**config.mk**
```make
export PLATFORM = sky130hd
export DESIGN_NAME = bm4_stream_out
export DESIGN_NICKNAME = d
export VERILOG_FILES = /design/src/rtl/bm4_stream_out.sv
export SDC_FILE = /design/constraint.sdc
export NUM_CORES = 1
export LEC_CHECK = 0
export BUFFER_PORTS_ARGS = -buffer_cell sky130_fd_sc_hd__buf_2
export CAP_MARGIN = 15
export CORE_MARGIN = 3
export CORE_UTILIZATION = 50
export DETAILED_ROUTE_END_ITERATION = 16
export PLACE_DENSITY = 0.74
export SKIP_LAST_GASP = 1
export SLEW_MARGIN = 20
export SYNTH_ARGS = -nofsm -noshare
export SYNTH_HDL_FRONTEND = slang
export SYNTH_SLANG_ARGS = --single-unit
```
**constraint.sdc**
```tcl
create_clock -name clk -period 22 [get_ports clk]
set_input_delay 2.2 -clock clk [delete_from_list [all_inputs] [get_ports clk]]
set_output_delay 2.2 -clock clk [all_outputs]
set_load 0.01 [all_outputs]
```
**src/rtl/bm4_stream_out.sv**
```systemverilog
// Ping-pong unloader: captures a sorted 4-lane vector and streams it out lane 0 first, one word per beat.
// One-cycle latency from accept to lane 0; in_ready falls when both buffers are held, out words hold under out_ready=0.
module bm4_stream_out #(
    parameter int DATA_WIDTH = 32
) (
    input  logic                  clk,
    input  logic                  rst,
    input  logic                  en,
    input  logic                  in_valid,
    input  logic [DATA_WIDTH-1:0] in1,
    input  logic [DATA_WIDTH-1:0] in2,
    input  logic [DATA_WIDTH-1:0] in3,
    input  logic [DATA_WIDTH-1:0] in4,
    output logic                  in_ready,
    output logic [DATA_WIDTH-1:0] out_data,
    output logic [1:0]            out_idx,
    output logic                  out_valid,
    output logic                  out_last,
    input  logic                  out_ready
);

    logic [DATA_WIDTH-1:0] vbuf_q [2][4];

    logic       wr_ptr_q, wr_ptr_d;
    logic       rd_ptr_q, rd_ptr_d;
    logic [1:0] count_q, count_d;
    logic [1:0] word_cnt_q, word_cnt_d;

    logic active;
    logic push;
    logic beat;
    logic pop;

    assign active    = en & ~rst;
    assign in_ready  = active & (count_q != 2'd2);
    assign out_valid = active & (count_q != 2'd0);
    assign push      = in_valid & in_ready;
    assign beat      = out_valid & out_ready;
    assign pop       = beat & (word_cnt_q == 2'd3);

    assign out_data = out_valid ? vbuf_q[rd_ptr_q][word_cnt_q] : '0;
    assign out_idx  = rst ? 2'd0 : word_cnt_q;
    assign out_last = out_valid & (word_cnt_q == 2'd3);

    always_comb begin
        wr_ptr_d   = wr_ptr_q;
        rd_ptr_d   = rd_ptr_q;
        count_d    = count_q;
        word_cnt_d = word_cnt_q;
        if (push) begin
            wr_ptr_d = ~wr_ptr_q;
        end
        if (beat) begin
            word_cnt_d = word_cnt_q + 2'd1;
        end
        if (pop) begin
            rd_ptr_d = ~rd_ptr_q;
        end
        case ({push, pop})
            2'b10:   count_d = count_q + 2'd1;
            2'b01:   count_d = count_q - 2'd1;
            default: count_d = count_q;
        endcase
    end

    always_ff @(posedge clk) begin
        if (rst) begin
            wr_ptr_q   <= 1'b0;
            rd_ptr_q   <= 1'b0;
            count_q    <= 2'd0;
            word_cnt_q <= 2'd0;
        end else begin
            wr_ptr_q   <= wr_ptr_d;
            rd_ptr_q   <= rd_ptr_d;
            count_q    <= count_d;
            word_cnt_q <= word_cnt_d;
        end
    end

    // Vector storage carries no reset; out_data is gated by out_valid so stale words never leak.
    always_ff @(posedge clk) begin
        if (push) begin
            vbuf_q[wr_ptr_q][0] <= in1;
            vbuf_q[wr_ptr_q][1] <= in2;
            vbuf_q[wr_ptr_q][2] <= in3;
            vbuf_q[wr_ptr_q][3] <= in4;
        end
    end

endmodule

```
==> impl_metrics.toml <==
[run_status]
outcome = "finished clean"

[routing]
drcViolationCount = 0
vias = 5606
wl_um = 20660
viasPerCell = 5.496
drtIter0Drc = 298
wl_per_cell_um = 20.25
antenna_left = 0
drt_pass1_iterations = 4

[clock_tree]
cts_setup_buffers = 0
clk_path_buf_depth = 3
cts_sinks = 263
cts_buffers = 27
root_buffer = "clkbuf_16"
cts_tree = "built"
path_clk_slew_ns = 0.06
cts.htree.levels = 1
cts_resized = 0
clock_latency_ns = 0.51
ctsHoldBuffers = 0

[worst_setup_path]
start_kind = "primary input"
cp_max_fo = 20
r2r_slack_ns = 19.13
end_kind = "primary output"
cp.required_ns = 19.80
arrival_ns = 3.47
worst-setup-path-type = "primary input to primary output"

[global_route]
grt.overflow.total = 0
grt_use_total = 0.1786
met2_usage = 0.3181
gr-usage-met3 = 0.03876
first_global_vias = 5951
use_met1 = 0.2199
grt_max_degree = 67
grt_busiest_layer = "met2"
grt_pass1_wl_um = 31210
antenna_found_initial = 2

[finish]
syn_to_final_growth_pct = 18.46
ff_latch_area_um2 = 7831
drive_above_1_share = 0.4781
nets = 868
n_fill_cell = 1466
multi_input_area_um2 = 2291

[timing]
fin_crit_ns = 5.670
hold_viol = 0
final.setup_skew_ns = 0.008923
grt_setup_unrepaired = "no"
slew_violations = 0
fmax_ghz = 0.1764
min_period_over_period = 0.2577
slew_headroom = 0.3775
finalSetupViolCount = 0
holdWs_ns = 0.4733
tightest_slew_ns = 0.9337
setup_tns_ns = 0

[pwr]
p_leak_nw = 4.240
power_frac_seq = 0.554
powerDensity_nw_per_um2 = 83.10
ir_drop_mv = 0.05896
power.switching_mw = 0.2016
sw_frac_of_total = 0.1987
power_frac_comb = 0.034
internal_power_mw = 0.8132
p_clk_frac = 0.412
design_power_total_mw = 1.015

[floorplan]
num_rows = 51
die_area_um2 = 22380
die_h_um = 149.6
start_util = 0.5195
core_um2 = 19850
fp.dieW_um = 149.6
io_pins = 170

[yosys]
synth.avg_cell_area_um2 = 18.41
syn_nets = 695
ys_seq_elements = 263
synthArstFlopShare = 0
synth_ff_type = "edfxtp_1"
yosysSeqAreaShare = 0.7593
synth-edff-count = 256
ys_types = 32
syn_inst = 560
synth_warnings = 0
syn-cell-area_um2 = 10310

[run]
cap_violations = 0

[placed_design]
numPortBuffers = 169
dp_hpwl_um = 12700
gp_congestion = 0.7577

[hold_path]
hp-class = "flop to flop"
==> critical path, stage by stage <==
cell and delay (ns):
buf_2 0.17, nor2b_4 0.21, o21ai_4 0.23, buf_16 0.24, nor3_1 0.23, buf_2 0.17
==> cells by family after synthesis <==
| logic type | Yosys count | share of synthesized area |
|---|---|---|
| AOI/OAI and AO/OA | 76 | 0.04697 |
| xor gates and xnor gates | 2 | 0.001700 |
| adders and majority gates | 2 | 0.002427 |
| buffers and inverters | 36 | 0.02039 |
| DFF | 263 | 0.7593 |
| muxes | 128 | 0.1398 |
| and+or+nand+nor | 53 | 0.02937 |
==> metal layers <==
metal	vias up	part of all wire
met5	-	0.00063
met4	2	0.025
met3	42	0.062
met2	167	0.52
met1	2781	0.39
li1	2614	-
==> metrics by stage <==
step / worst slack, ns / area [µm²] / utilization / std cells
global placement: 16.49 / 11360 / 0.5723 / 968
floorplan: 13.47 / 10310 / - / 560
CTS: 16.34 / 12180 / 0.6137 / 1017
global route: 16.25 / 12210 / 0.6152 / 1019
detailed placement: 16.36 / 11360 / 0.5723 / 968
finish: 16.33 / 12210 / 0.6153 / 1020
==> flip-flops by register name, indices dropped and copies added, names as in the netlist, named ones only <==
register	flops
vbuf_q	256
count_q	2
wr_ptr_q	1
rd_ptr_q	1
word_cnt_q	2
==> Yosys cell counts (2+ instances only) <==
cell / instances / area (µm²)
inv_1: 5 / 18.77
o22ai_1: 64 / 400.4
a21oi_1: 4 / 20.02
nor3_1: 33 / 165.2
mux2_2: 128 / 1441
buf_4: 17 / 127.6
ha_1: 2 / 25.02
o41ai_1: 3 / 26.28
nand2b_1: 3 / 18.77
dfxtp_1: 7 / 140.1
o31ai_1: 2 / 15.01
buf_2: 3 / 15.01
nor2_1: 4 / 15.01
and2b_2: 3 / 26.28
clkbuf_1: 10 / 37.54
edfxtp_1: 256 / 7687
==> power groups by stage <==
stage	clock network, mW	logic (mW)	registers, mW
after floorplan	0	0.0145	0.574
after global placement	0	0.0321	0.572
after detailed placement	0	0.0342	0.573
after CTS	0.426	0.0344	0.562
after global routing	0.448	0.0378	0.563
final	0.418	0.0343	0.562
==> path summary, 6_finish.rpt <==
kind | startpoint | endpoint | cells past startpoint
worst min register to register | rd_ptr_q | flop | 1
worst min-delay path | rd_ptr_q | flop | 1
worst max register to register | count_q[0] | vbuf_q[1][57] | 5
worst max-delay path | rst | out_data[16] | 6
==> final cells by class <==
type / count / area share
flip-flops and latches: 263 / 0.6413
multi-input cells: 261 / 0.1876
repair buffers: 175 / 0.07459
clock buffers: 29 / 0.05594
well taps: 265 / 0.02715
clock inverters: 20 / 0.01127
inverters: 5 / 0.001742
diodes: 2 / 0.0004098
==> layout by cell type (no fill, tap or decap), types with 2 or more instances in the layout <==
| master | synthesis | layout |
|---|---|---|
| nor3_1 | 33 | 33 |
| nor2_1 | 4 | 3 |
| inv_1 | 5 | 4 |
| buf_2 | 3 | 169 |
| clkbuf_1 | 10 | 2 |
| clkbuf_16 | 0 | 27 |
| dfxtp_1 | 7 | 6 |
| ha_1 | 2 | 2 |
| a21oi_1 | 4 | 4 |
| o22ai_1 | 64 | 64 |
| o31ai_1 | 2 | 2 |
| clkinvlp_4 | 0 | 2 |
| buf_4 | 17 | 5 |
| edfxtp_1 | 256 | 256 |
| nand2b_2 | 0 | 2 |
| and2b_2 | 3 | 3 |
| diode_2 | 0 | 2 |
| mux2_2 | 128 | 128 |
| clkinv_2 | 0 | 11 |
| o41ai_1 | 3 | 3 |
| clkinv_4 | 0 | 3 |
| clkinv_1 | 0 | 3 |
(Power assumes the default switching activity.)
